===== config.mk =====
export PLATFORM = sky130hd
export DESIGN_NAME = csr_file_flat
export DESIGN_NICKNAME = d
export VERILOG_FILES = /design/src/rtl/csr_if.sv /design/src/rtl/csr_file.sv /design/src/flat_wrapper.sv
export SDC_FILE = /design/constraint.sdc
export NUM_CORES = 1
export LEC_CHECK = 0
export BUFFER_PORTS_ARGS = -buffer_cell sky130_fd_sc_hd__buf_4
export CORE_ASPECT_RATIO = 0.5
export CORE_UTILIZATION = 40
export CTS_CLUSTER_DIAMETER = 150
export DETAILED_ROUTE_END_ITERATION = 8
export PLACE_DENSITY = 0.68
export SETUP_SLACK_MARGIN = 0.2
export SYNTH_ARGS = -nofsm -noshare
export SYNTH_HDL_FRONTEND = slang
export SYNTH_SLANG_ARGS = --single-unit

===== constraint.sdc =====
create_clock -name clk -period 11.25 [get_ports clk]
set_clock_uncertainty 0.05 [all_clocks]
set_input_delay 0.5625 -clock clk [delete_from_list [all_inputs] [get_ports clk]]
set_output_delay 0.5625 -clock clk [all_outputs]
set_load 0.01 [all_outputs]

===== src/rtl/csr_if.sv =====
// CSR access channel between the pipeline (master) and the CSR file (slave):
// a one-cycle request and its registered response one cycle later.
interface csr_if;
    logic        csr_req;
    logic [1:0]  csr_op;
    logic [11:0] csr_addr;
    logic [31:0] csr_wdata;
    logic        csr_src_zero;
    logic        csr_ack;
    logic [31:0] csr_rdata;
    logic        csr_illegal;

    modport master (
        output csr_req,
        output csr_op,
        output csr_addr,
        output csr_wdata,
        output csr_src_zero,
        input  csr_ack,
        input  csr_rdata,
        input  csr_illegal
    );

    modport slave (
        input  csr_req,
        input  csr_op,
        input  csr_addr,
        input  csr_wdata,
        input  csr_src_zero,
        output csr_ack,
        output csr_rdata,
        output csr_illegal
    );
endinterface


===== src/rtl/csr_file.sv =====
// Machine-mode CSR file for an RV32IMF hart: latched CSR access with registered
// response, 64-bit cycle/instret counters, FP status and trap/MRET bookkeeping.
module csr_file #(
    parameter logic [31:0] HARTID   = 32'h0000_0000,
    parameter logic [31:0] MISA_VAL = 32'h4000_1120
) (
    input  logic        clk,
    input  logic        rst,
    csr_if.slave        bus,
    input  logic        instr_retire,
    input  logic        fpu_flags_valid,
    input  logic [4:0]  fpu_flags,
    output logic [2:0]  frm,
    input  logic        trap_req,
    input  logic [31:0] trap_pc,
    input  logic [31:0] trap_cause,
    input  logic        mret,
    output logic [31:0] trap_vector,
    output logic [31:0] epc,
    output logic        mie
);

    localparam logic [11:0] A_FFLAGS    = 12'h001;
    localparam logic [11:0] A_FRM       = 12'h002;
    localparam logic [11:0] A_FCSR      = 12'h003;
    localparam logic [11:0] A_MSTATUS   = 12'h300;
    localparam logic [11:0] A_MISA      = 12'h301;
    localparam logic [11:0] A_MTVEC     = 12'h305;
    localparam logic [11:0] A_MSCRATCH  = 12'h340;
    localparam logic [11:0] A_MEPC      = 12'h341;
    localparam logic [11:0] A_MCAUSE    = 12'h342;
    localparam logic [11:0] A_MCYCLE    = 12'hB00;
    localparam logic [11:0] A_MINSTRET  = 12'hB02;
    localparam logic [11:0] A_MCYCLEH   = 12'hB80;
    localparam logic [11:0] A_MINSTRETH = 12'hB82;
    localparam logic [11:0] A_CYCLE     = 12'hC00;
    localparam logic [11:0] A_INSTRET   = 12'hC02;
    localparam logic [11:0] A_CYCLEH    = 12'hC80;
    localparam logic [11:0] A_INSTRETH  = 12'hC82;
    localparam logic [11:0] A_MHARTID   = 12'hF14;

    localparam logic [1:0] OP_READ = 2'b00;
    localparam logic [1:0] OP_RW   = 2'b01;
    localparam logic [1:0] OP_RS   = 2'b10;
    localparam logic [1:0] OP_RC   = 2'b11;

    localparam logic [31:0] ALIGN4_MASK = 32'hFFFF_FFFC;

    function automatic logic [31:0] csr_modify(
        input logic [1:0]  op,
        input logic [31:0] old_val,
        input logic [31:0] wval
    );
        logic [31:0] res;
        case (op)
            OP_RW:   res = wval;
            OP_RS:   res = old_val | wval;
            OP_RC:   res = old_val & ~wval;
            default: res = old_val;
        endcase
        return res;
    endfunction

    logic        req_q, req_d;
    logic [1:0]  op_q, op_d;
    logic [11:0] addr_q, addr_d;
    logic [31:0] wdata_q, wdata_d;
    logic        src_zero_q, src_zero_d;

    logic [63:0] mcycle_q, mcycle_d;
    logic [63:0] minstret_q, minstret_d;
    logic [4:0]  fflags_q, fflags_d;
    logic [2:0]  frm_q, frm_d;
    logic        mie_q, mie_d;
    logic        mpie_q, mpie_d;
    logic [31:0] mtvec_q, mtvec_d;
    logic [31:0] mscratch_q, mscratch_d;
    logic [31:0] mepc_q, mepc_d;
    logic [31:0] mcause_q, mcause_d;

    logic        ack_q, ack_d;
    logic [31:0] rdata_q, rdata_d;
    logic        illegal_q, illegal_d;

    logic        hit_s;
    logic [31:0] old_s;
    logic [31:0] new_s;
    logic        wr_req_s;
    logic        illegal_s;
    logic        wr_s;

    // Read mux over the latched address; hit_s flags an implemented CSR.
    always_comb begin
        hit_s = 1'b1;
        old_s = 32'h0000_0000;
        case (addr_q)
            A_FFLAGS:                old_s = {27'h0, fflags_q};
            A_FRM:                   old_s = {29'h0, frm_q};
            A_FCSR:                  old_s = {24'h0, frm_q, fflags_q};
            A_MSTATUS:               old_s = {19'h0, 2'b11, 3'b000, mpie_q, 3'b000, mie_q, 3'b000};
            A_MISA:                  old_s = MISA_VAL;
            A_MTVEC:                 old_s = mtvec_q;
            A_MSCRATCH:              old_s = mscratch_q;
            A_MEPC:                  old_s = mepc_q;
            A_MCAUSE:                old_s = mcause_q;
            A_MCYCLE,   A_CYCLE:     old_s = mcycle_q[31:0];
            A_MCYCLEH,  A_CYCLEH:    old_s = mcycle_q[63:32];
            A_MINSTRET, A_INSTRET:   old_s = minstret_q[31:0];
            A_MINSTRETH, A_INSTRETH: old_s = minstret_q[63:32];
            A_MHARTID:               old_s = HARTID;
            default: begin
                hit_s = 1'b0;
                old_s = 32'h0000_0000;
            end
        endcase
    end

    // Access decode: RS/RC with a zero source are pure reads and may touch read-only space.
    always_comb begin
        wr_req_s = 1'b0;
        if (!req_q) begin
            wr_req_s = 1'b0;
        end else if (op_q == OP_RW) begin
            wr_req_s = 1'b1;
        end else if (op_q != OP_READ) begin
            wr_req_s = !src_zero_q;
        end else begin
            wr_req_s = 1'b0;
        end
        illegal_s = req_q && (!hit_s || (wr_req_s && (addr_q[11:10] == 2'b11)));
        wr_s      = wr_req_s && !illegal_s;
        new_s     = csr_modify(op_q, old_s, wdata_q);
    end

    // Request latch and response registers.
    always_comb begin
        req_d      = bus.csr_req;
        op_d       = bus.csr_op;
        addr_d     = bus.csr_addr;
        wdata_d    = bus.csr_wdata;
        src_zero_d = bus.csr_src_zero;
        ack_d      = req_q;
        illegal_d  = illegal_s;
        if (req_q) begin
            rdata_d = illegal_s ? 32'h0000_0000 : old_s;
        end else begin
            rdata_d = rdata_q;
        end
    end

    // Counters: a written half wins over the increment and blocks the low-to-high carry.
    always_comb begin
        if (wr_s && (addr_q == A_MCYCLE)) begin
            mcycle_d = {mcycle_q[63:32], new_s};
        end else if (wr_s && (addr_q == A_MCYCLEH)) begin
            mcycle_d = {new_s, mcycle_q[31:0] + 32'h0000_0001};
        end else begin
            mcycle_d = mcycle_q + 64'h1;
        end

        if (wr_s && (addr_q == A_MINSTRET)) begin
            minstret_d = {minstret_q[63:32], new_s};
        end else if (wr_s && (addr_q == A_MINSTRETH)) begin
            minstret_d = {new_s, minstret_q[31:0] + {31'h0, instr_retire}};
        end else begin
            minstret_d = minstret_q + {63'h0, instr_retire};
        end
    end

    // FP status: CSR writes override the sticky accumulation of FPU flags.
    always_comb begin
        if (wr_s && ((addr_q == A_FFLAGS) || (addr_q == A_FCSR))) begin
            fflags_d = new_s[4:0];
        end else if (fpu_flags_valid) begin
            fflags_d = fflags_q | fpu_flags;
        end else begin
            fflags_d = fflags_q;
        end

        if (wr_s && (addr_q == A_FRM)) begin
            frm_d = new_s[2:0];
        end else if (wr_s && (addr_q == A_FCSR)) begin
            frm_d = new_s[7:5];
        end else begin
            frm_d = frm_q;
        end
    end

    // Trap state: trap beats MRET, and both drop any CSR write to mstatus/mepc/mcause.
    always_comb begin
        mie_d    = mie_q;
        mpie_d   = mpie_q;
        mepc_d   = mepc_q;
        mcause_d = mcause_q;
        if (trap_req) begin
            mepc_d   = trap_pc & ALIGN4_MASK;
            mcause_d = trap_cause;
            mpie_d   = mie_q;
            mie_d    = 1'b0;
        end else if (mret) begin
            mie_d  = mpie_q;
            mpie_d = 1'b1;
        end else if (wr_s) begin
            case (addr_q)
                A_MSTATUS: begin
                    mie_d  = new_s[3];
                    mpie_d = new_s[7];
                end
                A_MEPC:   mepc_d   = new_s & ALIGN4_MASK;
                A_MCAUSE: mcause_d = new_s;
                default:  mcause_d = mcause_q;
            endcase
        end else begin
            mie_d = mie_q;
        end

        if (wr_s && (addr_q == A_MTVEC)) begin
            mtvec_d = new_s & ALIGN4_MASK;
        end else begin
            mtvec_d = mtvec_q;
        end

        if (wr_s && (addr_q == A_MSCRATCH)) begin
            mscratch_d = new_s;
        end else begin
            mscratch_d = mscratch_q;
        end
    end

    // All state; reset also discards a request still in flight.
    always_ff @(posedge clk or posedge rst) begin
        if (rst) begin
            req_q      <= 1'b0;
            op_q       <= 2'b00;
            addr_q     <= 12'h000;
            wdata_q    <= 32'h0000_0000;
            src_zero_q <= 1'b0;
            mcycle_q   <= 64'h0;
            minstret_q <= 64'h0;
            fflags_q   <= 5'h00;
            frm_q      <= 3'h0;
            mie_q      <= 1'b0;
            mpie_q     <= 1'b0;
            mtvec_q    <= 32'h0000_0000;
            mscratch_q <= 32'h0000_0000;
            mepc_q     <= 32'h0000_0000;
            mcause_q   <= 32'h0000_0000;
            ack_q      <= 1'b0;
            rdata_q    <= 32'h0000_0000;
            illegal_q  <= 1'b0;
        end else begin
            req_q      <= req_d;
            op_q       <= op_d;
            addr_q     <= addr_d;
            wdata_q    <= wdata_d;
            src_zero_q <= src_zero_d;
            mcycle_q   <= mcycle_d;
            minstret_q <= minstret_d;
            fflags_q   <= fflags_d;
            frm_q      <= frm_d;
            mie_q      <= mie_d;
            mpie_q     <= mpie_d;
            mtvec_q    <= mtvec_d;
            mscratch_q <= mscratch_d;
            mepc_q     <= mepc_d;
            mcause_q   <= mcause_d;
            ack_q      <= ack_d;
            rdata_q    <= rdata_d;
            illegal_q  <= illegal_d;
        end
    end

    assign bus.csr_ack     = ack_q;
    assign bus.csr_rdata   = rdata_q;
    assign bus.csr_illegal = illegal_q;
    assign frm             = frm_q;
    assign trap_vector     = mtvec_q;
    assign epc             = mepc_q;
    assign mie             = mie_q;

endmodule


===== src/flat_wrapper.sv =====
// flat-port wrapper written by rule: the top's interface ports become plain ports
module csr_file_flat 
#(
    parameter logic [31:0] HARTID   = 32'h0000_0000,
    parameter logic [31:0] MISA_VAL = 32'h4000_1120
)
  (clk, rst, instr_retire, fpu_flags_valid, fpu_flags, frm, trap_req, trap_pc, trap_cause, mret, trap_vector, epc, mie, bus_csr_req, bus_csr_op, bus_csr_addr, bus_csr_wdata, bus_csr_src_zero, bus_csr_ack, bus_csr_rdata, bus_csr_illegal);
  csr_if bus_i ();
  input  logic clk;
  input  logic rst;
  input  logic instr_retire;
  input  logic fpu_flags_valid;
  input  logic [4:0] fpu_flags;
  output logic [2:0] frm;
  input  logic trap_req;
  input  logic [31:0] trap_pc;
  input  logic [31:0] trap_cause;
  input  logic mret;
  output logic [31:0] trap_vector;
  output logic [31:0] epc;
  output logic mie;
  input wire logic [$bits(bus_i.csr_req)-1:0] bus_csr_req;
  input wire logic [$bits(bus_i.csr_op)-1:0] bus_csr_op;
  input wire logic [$bits(bus_i.csr_addr)-1:0] bus_csr_addr;
  input wire logic [$bits(bus_i.csr_wdata)-1:0] bus_csr_wdata;
  input wire logic [$bits(bus_i.csr_src_zero)-1:0] bus_csr_src_zero;
  output wire logic [$bits(bus_i.csr_ack)-1:0] bus_csr_ack;
  output wire logic [$bits(bus_i.csr_rdata)-1:0] bus_csr_rdata;
  output wire logic [$bits(bus_i.csr_illegal)-1:0] bus_csr_illegal;
  assign bus_i.csr_req = bus_csr_req;
  assign bus_i.csr_op = bus_csr_op;
  assign bus_i.csr_addr = bus_csr_addr;
  assign bus_i.csr_wdata = bus_csr_wdata;
  assign bus_i.csr_src_zero = bus_csr_src_zero;
  assign bus_csr_ack = bus_i.csr_ack;
  assign bus_csr_rdata = bus_i.csr_rdata;
  assign bus_csr_illegal = bus_i.csr_illegal;
  csr_file #(.HARTID(HARTID), .MISA_VAL(MISA_VAL)) u_core (.clk(clk), .rst(rst), .bus(bus_i), .instr_retire(instr_retire), .fpu_flags_valid(fpu_flags_valid), .fpu_flags(fpu_flags), .frm(frm), .trap_req(trap_req), .trap_pc(trap_pc), .trap_cause(trap_cause), .mret(mret), .trap_vector(trap_vector), .epc(epc), .mie(mie));
endmodule

==> metrics.csv, run 1 <==
stage,metric,value,unit
timing,tightestPinTransition,1.269,ns
timing,hold_viol,0,
power_and_ir_drop,p_int,2103,µW
routing,wl,82670,µm
power_and_ir_drop,leakagePower,0.009544,µW
final_layout,final_util,47.71,%
floorplan,dieArea,48550,µm²
logic_synthesis,async_flop_share,100.0,%
cts,h-tree-depth,2,
critical_path,crit_required,11.57,ns
cts,cts_root_buf,clkbuf_16,
critical_path,crit_top_cell,buf_4,
cts,clockBufferDepth,3,
outcome,status,completed,
cts,post-cts-setup-buffers,0,
timing,relSlewSlack,15.16,%
critical_path,end_kind,register,
cts,cts_tree,done,
cts,cts_resized,0,
routing,viasPerCell,6.562,
floorplan,num_rows,56,
cts,cts_hold_buffers,0,
final_layout,fillCellCount,4463,
critical_path,slowest_delay,0.98,ns
timing,timing.final.crit_period,4.736,ns
critical_path,cp_max_fo,29,
critical_path,worstSetupStartpointType,register,
power_and_ir_drop,pwr_density_cell,132.5,nW/µm²
global_route,grt-ovfl-total,0,
cts,clk_latency,0.56,ns
critical_path,critical_path_arrival,5.06,ns
floorplan,dieWidth,310.6,µm
power_and_ir_drop,seqPwrFrac,47.0,%
timing,rsz0062_at_grt,no,
floorplan,fp.dieH,156.3,µm
floorplan,start_util,40.58,%
cts,path_clk_slew,0.07,ns
final_layout,nets,2261,
logic_synthesis,syn_area_per_cell,9.631,µm²
timing,fmax,211.1,MHz
logic_synthesis,ys_types,91,
logic_synthesis,synth_edf_count,0,
critical_path,worstSetupPathType,register to register,
final_layout,drive_gt1_share,17.83,%
placement,dpl_worst_slack,6.779,ns
timing,tns,0,ns
logic_synthesis,ys_ff_latch,344,
global_route,grt_start_max_net_pins,142,
floorplan,io_pins,225,
routing,drc,0,
timing,fin_crit_sh,42.10,%
timing,setup_viol,0,
power_and_ir_drop,pwr-share-clk,40.3,%
critical_path,crit_chain,buf_4 -> buf_4 -> or4b_1 -> nor2_2 -> a32o_1 -> a211oi_1 -> a22o_1 -> o221ai_1,
floorplan,core-area,46950,µm²
logic_synthesis,synth_cells,1978,
global_route,grt_pass1_wl,118400,µm
routing,postRouteAntennaNets,0,
logic_synthesis,synth_warnings,0,
routing,drt-initial-drc-count,3016,
power_and_ir_drop,ir_drop,0.08354,mV
global_route,antenna_found_initial,6,
placement,dpl.hpwl,59150,µm
routing,drt_pass1_iterations,6,
global_route,track_usage,33.33,%
cts,cts_buffers,35,
job,maxCapViolCount,0,
logic_synthesis,synth_area,19050,µm²
power_and_ir_drop,combPwrFrac,12.7,%
routing,wl_per_cell,29.53,µm
worst_hold_path,hp-class,input pin to register,
placement,place_congestion,1.084,
final_layout,final_cell_mix,"342 x dfrtp_1, 262 x buf_4, 221 x nand2_1",
cts,cts.sinks,344,
critical_path,slowest_stage,a22o_1,
power_and_ir_drop,switching_power,863.7,µW
power_and_ir_drop,switching_share,29.11,%
routing,vias,18370,
final_layout,final_common_cell,dfrtp_1,
placement,io_buffers,218,
timing,setup_ws,6.514,ns
final_layout,area_delta_synth_final,17.56,%
logic_synthesis,ys_seq_area_share,45.19,%
timing,maxSlewViolCount,0,
logic_synthesis,ys.flop_type,dfrtp_1,
global_route,grt_pass1_vias,16900,
-- cells by family (layout without fill, tap and decap cells) --
logic type      count (synthesis)  in the layout  synth area share, %
flops                         344            344                45.19
simple gates                  628            628                17.50
xor+xnor                       84             84                3.862
other cells                     1              6              0.01969
fa+ha+maj                       3              3               0.1971
buf+inv                       203            381                4.545
compound gates                591            591                22.09
mux                           124            124                6.601
-- power by group through the flow --
stage,Clock (µW),Sequential (µW),Combinational [µW]
after global routing,1250,1400,398
after CTS,1190,1390,364
after detailed placement,0,1410,364
after global placement,0,1410,357
final,1200,1390,377
after floorplan,0,1380,205
-- layout make-up --
class	count	area, µm²	area share (%)
antenna	2	5.005	0.02235
clock buffer	53	1045	4.665
clock inverter	8	80.08	0.3576
inverter	58	225.2	1.006
multi-input combinational	1434	9664	43.15
sequential	344	8611	38.45
tap	638	798.3	3.564
timing repair buffer	262	1967	8.783
-- synthesized netlist by cell type (all sizes together), types with 6 or more instances --
library cell / n / area, µm²
mux2: 13 / 146.4
a21o: 6 / 45.04
a21oi: 27 / 135.1
nand3: 81 / 405.4
a32o: 7 / 70.07
nand2b: 6 / 37.54
nand3b: 7 / 52.55
a22o: 27 / 245.2
o211ai: 41 / 312.8
a41oi: 8 / 70.07
buf: 50 / 291.5
nor3: 40 / 220.2
o211a: 6 / 60.06
nor2: 65 / 246.5
xnor2: 50 / 437.9
a22oi: 81 / 608.1
xor2: 34 / 297.8
o31ai: 16 / 120.1
nand4: 41 / 256.5
a311oi: 6 / 52.55
nand2: 222 / 833.3
o22ai: 22 / 137.6
o21a: 9 / 67.56
a31oi: 11 / 68.82
and2: 20 / 127.6
mux2i: 111 / 1111
and3: 35 / 219.0
or3: 14 / 87.58
o221ai: 12 / 105.1
inv: 57 / 214.0
dfrtp: 344 / 8608
a31o: 7 / 61.31
or4: 20 / 157.7
and4: 13 / 113.9
nor4: 24 / 231.5
o2bb2ai: 23 / 201.4
nor2b: 8 / 50.05
a211oi: 32 / 265.3
a221oi: 15 / 150.1
o21ai: 177 / 885.8
a221o: 12 / 120.1
a32oi: 8 / 70.07
clkbuf: 95 / 356.6
-- final timing paths --
| check | start | end | slack, ns | depth (start not counted) |
|---|---|---|---|---|
| setup / recovery | u_core.addr_q[7] | u_core.mcycle_q[47] | 6.51 | 8 |
| hold / removal | bus_csr_addr[0] | u_core.addr_q[0] | 0.07 | 1 |
| setup reg to reg | u_core.addr_q[7] | u_core.mcycle_q[47] | 6.51 | 8 |
| hold reg to reg | u_core.bus.csr_rdata[9] | u_core.bus.csr_rdata[9] | 0.44 | 2 |
| max in group asynchronous | rst | u_core.mcause_q[19] | 9.32 | 3 |
| min in group asynchronous | rst | u_core.wdata_q[6] | 0.18 | 2 |
-- routing by layer --
layer,vias up,wire length (µm),global-route usage [%]
met2,1241,33830,46.89
li1,7778,-,-
met5,-,7,0
met3,174,12140,12.87
met1,9171,33510,46.03
met4,2,3184,12.28
-- sequential cells by signal, indices dropped and copies added (netlist names) --
register / flops
u_core.fflags_q: 5
u_core.mcause_q: 32
u_core.mpie_q: 1
u_core.bus.csr_ack: 1
u_core.addr_q: 12
u_core.bus.csr_rdata: 32
u_core.ack_d: 1
u_core.op_q: 2
u_core.wdata_q: 32
u_core.minstret_q: 64
u_core.src_zero_q: 1
u_core.mscratch_q: 32
u_core.mcycle_q: 64
u_core.bus.csr_illegal: 1
u_core.frm: 3
u_core.trap_vector: 30
u_core.mie: 1
u_core.epc: 30
-- critical path: cells and delay by family, from the launching register on --
family / cells / cell delay, ns
compound gates: 4 / 2.43
buf+inv: 2 / 0.99
simple gates: 2 / 0.71
flops: 1 / 0.34
-- stage by stage --
| stage | hold slack (ns) | power (µW) | std cells | instance area [µm²] |
|---|---|---|---|---|
| global placement | 0.4188 | 1765 | 2736 | 21270 |
| CTS | 0.06682 | 2946 | 2797 | 22390 |
| detailed placement | 0.4224 | 1773 | 2736 | 21270 |
| finish | 0.07244 | 2967 | 2799 | 22400 |
| floorplan | 0.3625 | 1580 | 1981 | 19060 |
| global route | 0.06422 | 3043 | 2799 | 22400 |
No activity file was read; power rests on OpenSTA's default activity.
==> run 2, diff against run 1 <==
- ABC_AREA: default -> 1
- PLACE_DENSITY: 0.68 -> 0.7
- clock period: 11.25 -> 4.1 ns (I/O delays scaled with it)
==> metrics.csv, run 2 <==
stage,metric,value,unit,change
logic_synthesis,synth_edf_count,0,,unchanged
power_and_ir_drop,leakagePower,0.01294,µW,+36%
floorplan,dieWidth,322.1,µm,+3.7%
logic_synthesis,ys_ff_latch,344,,unchanged
final_layout,drive_gt1_share,11.49,%,-6.3 points
timing,whs,0.03204,ns,-0.04039 ns
final_layout,final_cell_mix,"1236 x nand2_1, 344 x dfrtp_1, 282 x nor2_1, 282 x buf_4, 276 x nand3_1",,
critical_path,crit_path_end,u_core.minstret_q[49],,
global_route,grt_start_max_net_pins,99,,-30%
logic_synthesis,async_flop_share,100.0,%,unchanged
timing,tns,0,ns,unchanged
critical_path,crit_required,4.49,ns,-7.08 ns
critical_path,cp_max_fo,8,,-72%
floorplan,io_pins,225,,unchanged
timing,maxSlewViolCount,0,,unchanged
power_and_ir_drop,power,8469,µW,+190%
critical_path,worstSetupPathType,register to register,,
placement,dpl.hpwl,72610,µm,+23%
placement,dpl_worst_slack,0.7957,ns,-5.983 ns
logic_synthesis,yosysTopAreaCell,dfrtp_1,,
critical_path,r2r-end,u_core.minstret_q[49],,
logic_synthesis,ys_types,35,,-62%
final_layout,final_common_cell,nand2_1,,
floorplan,start_util,40.63,%,+0.052 points
cts,h-tree-depth,2,,unchanged
cts,post-cts-setup-buffers,0,,unchanged
timing,hold_viol,0,,unchanged
routing,postRouteAntennaNets,0,,unchanged
floorplan,num_rows,58,,+3.6%
critical_path,crit_path_start,u_core.addr_q[1],,
logic_synthesis,synthTopCellsByCount,"1238 x nand2_1, 344 x dfrtp_1, 285 x nor2_1, 276 x nand3_1, 221 x inv_1",,
logic_synthesis,ys_seq_area_share,42.01,%,-3.2 points
job,maxCapViolCount,0,,unchanged
cts,cts_hold_buffers,116,,+116
worst_hold_path,hp-class,input pin to register,,
timing,tightestPinTransition,1.307,ns,+0.03747 ns
critical_path,end_kind,register,,
timing,fmax,269.7,MHz,+28%
critical_path,worstSetupStartpointType,register,,
critical_path,rrSetupSlack,0.39,ns,-6.12 ns
logic_synthesis,yosysMostFrequentCell,nand2_1,,
global_route,antenna_found_initial,6,,unchanged
timing,timing.final.crit_period,3.708,ns,-1.028 ns
cts,clockBufferDepth,3,,unchanged
routing,wl,94680,µm,+15%
final_layout,final_util,50.49,%,+2.8 points
final_layout,reg.largest.list,"u_core.mcycle_q (64), u_core.minstret_q (64)",,
logic_synthesis,synth_cells,3014,,+52%
floorplan,core-area,50440,µm²,+7.4%
logic_synthesis,synth_area_leaders,"dfrtp_1 42%, nand2_1 23%, nand3_1 6.7%, nor2_1 5.2%, xor2_1 4.4%",,
floorplan,fp.dieH,162.0,µm,+3.7%
logic_synthesis,syn_area_per_cell,6.799,µm²,-29%
timing,fin_crit_sh,90.44,%,+48 points
logic_synthesis,synth_warnings,0,,unchanged
cts,cts_resized,0,,unchanged
timing,setup_ws,0.3919,ns,-6.122 ns
critical_path,rr_worst_depth,14,,+6
routing,drt-initial-drc-count,3562,,+18%
logic_synthesis,ys.flop_type,dfrtp_1,,
routing,drt_pass1_iterations,7,,+1
timing,relSlewSlack,12.68,%,-2.5 points
cts,cts_buffers,37,,+5.7%
final_layout,nets,3465,,+53%
cts,cts_tree,done,,
cts,clk_latency,0.56,ns,about the same
global_route,grt_pass1_wl,137500,µm,+16%
routing,wl_per_cell,23.31,µm,-21%
floorplan,dieArea,52190,µm²,+7.5%
global_route,grt-ovfl-total,0,,unchanged
final_layout,area_delta_synth_final,24.28,%,
global_route,track_usage,36.01,%,+2.7 points
power_and_ir_drop,pwr_density_cell,332.6,nW/µm²,+150%
cts,path_clk_slew,0.06,ns,about the same
cts,cts.sinks,344,,unchanged
cts,cts_root_buf,clkbuf_16,,
routing,viasPerCell,5.570,,-15%
placement,io_buffers,218,,unchanged
routing,drc,0,,unchanged
logic_synthesis,synth_top_area_share,42.01,%,-3.2 points
global_route,grt_pass1_vias,20890,,+24%
routing,vias,22620,,+23%
placement,place_congestion,1.036,,-4.4%
timing,rsz0062_at_grt,no,,
critical_path,critical_path_arrival,4.10,ns,-0.96 ns
critical_path,r2r_start,u_core.addr_q[1],,
power_and_ir_drop,ir_drop,0.2606,mV,+210%
logic_synthesis,synth_area,20490,µm²,+7.6%
timing,setup_viol,0,,unchanged
outcome,status,completed,,
[run 2: changes by cell type in the layout (fill, tap and decap cells not counted), moves of 33 or more]
cell           delta
a22oi_1          -81
o21ai_1          +60
mux2i_1         -111
inv_1           +164
xor2_1           +69
nor3_1           +33
xnor2_1          -38
and3_1           -35
nand2_1        +1015
o211ai_1         -39
dlygate4sd3_1   +116
nand3_1         +196
nor2_1          +218
[run 2: layer usage]
layer | part of all wire, % | GRT usage, %
met5 | 0.26 | 3.148
met4 | 2.5 | 8.398
met3 | 15 | 14.34
met2 | 40 | 49.37
met1 | 43 | 52.03
[run 2: worst min path at each step]
stage                            startpoint                  end  slack [ns]  cells after the start
after CTS                    trap_cause[31]  u_core.mcause_q[31]       0.007                      5
after floorplan                 bus_csr_req         u_core.ack_d        0.19                      0
final                                  mret           u_core.mie        0.03                      5
after global routing                   mret           u_core.mie        0.04                      5
after global placement    bus_csr_wdata[13]   u_core.wdata_q[13]        0.27                      1
after detailed placement   bus_csr_wdata[3]    u_core.wdata_q[3]        0.27                      1
[run 2: critical path, stage by stage, from the launching register on]
cell,delay (ns)
dfrtp_1,0.53
nor2_2,0.09
nand2_2,0.19
nor2_1,0.12
nand2_1,0.44
buf_4,0.26
o21ai_0,0.08
nor2_1,0.50
nand2_1,0.18
nand2_1,0.10
nand2_1,0.32
inv_1,0.49
nand2_1,0.11
nand3_1,0.08
nand2_1,0.05
[run 2: stage by stage]
| stage | area [µm²] | std cells |
|---|---|---|
| after floorplan | 20510 | 3017 |
| after global placement | 23060 | 3874 |
| after detailed placement | 23060 | 3874 |
| after CTS | 25460 | 4057 |
| after global routing | 25460 | 4060 |
| final | 25470 | 4061 |
[run 2: power breakdown]
part           total (µW)  internal, µW  switching, µW
Combinational        1120           405            719
Sequential           3780          3570            208
Clock                3560          2020           1540
[run 2: cell type report]
cell class                      count  area, µm²
Antenna cell                        4      10.01
Clock buffer                       56       1120
Clock inverter                     11      117.6
Fill cell                        5032      24970
Inverter                          230      867.1
Multi-Input combinational cell   2322      10480
Sequential cell                   344       8608
Tap cell                          690      863.3
Timing Repair Buffer              404       3398
[run 2: kinds of logic after synthesis]
group           count (synthesis)  synth area share, %
simple gates                 1941                38.91
buf+inv                       351                6.973
other cells                     1              0.01830
compound gates                259                6.997
flops                         344                42.01
fa+ha+maj                       3               0.1832
xor+xnor                      115                4.915
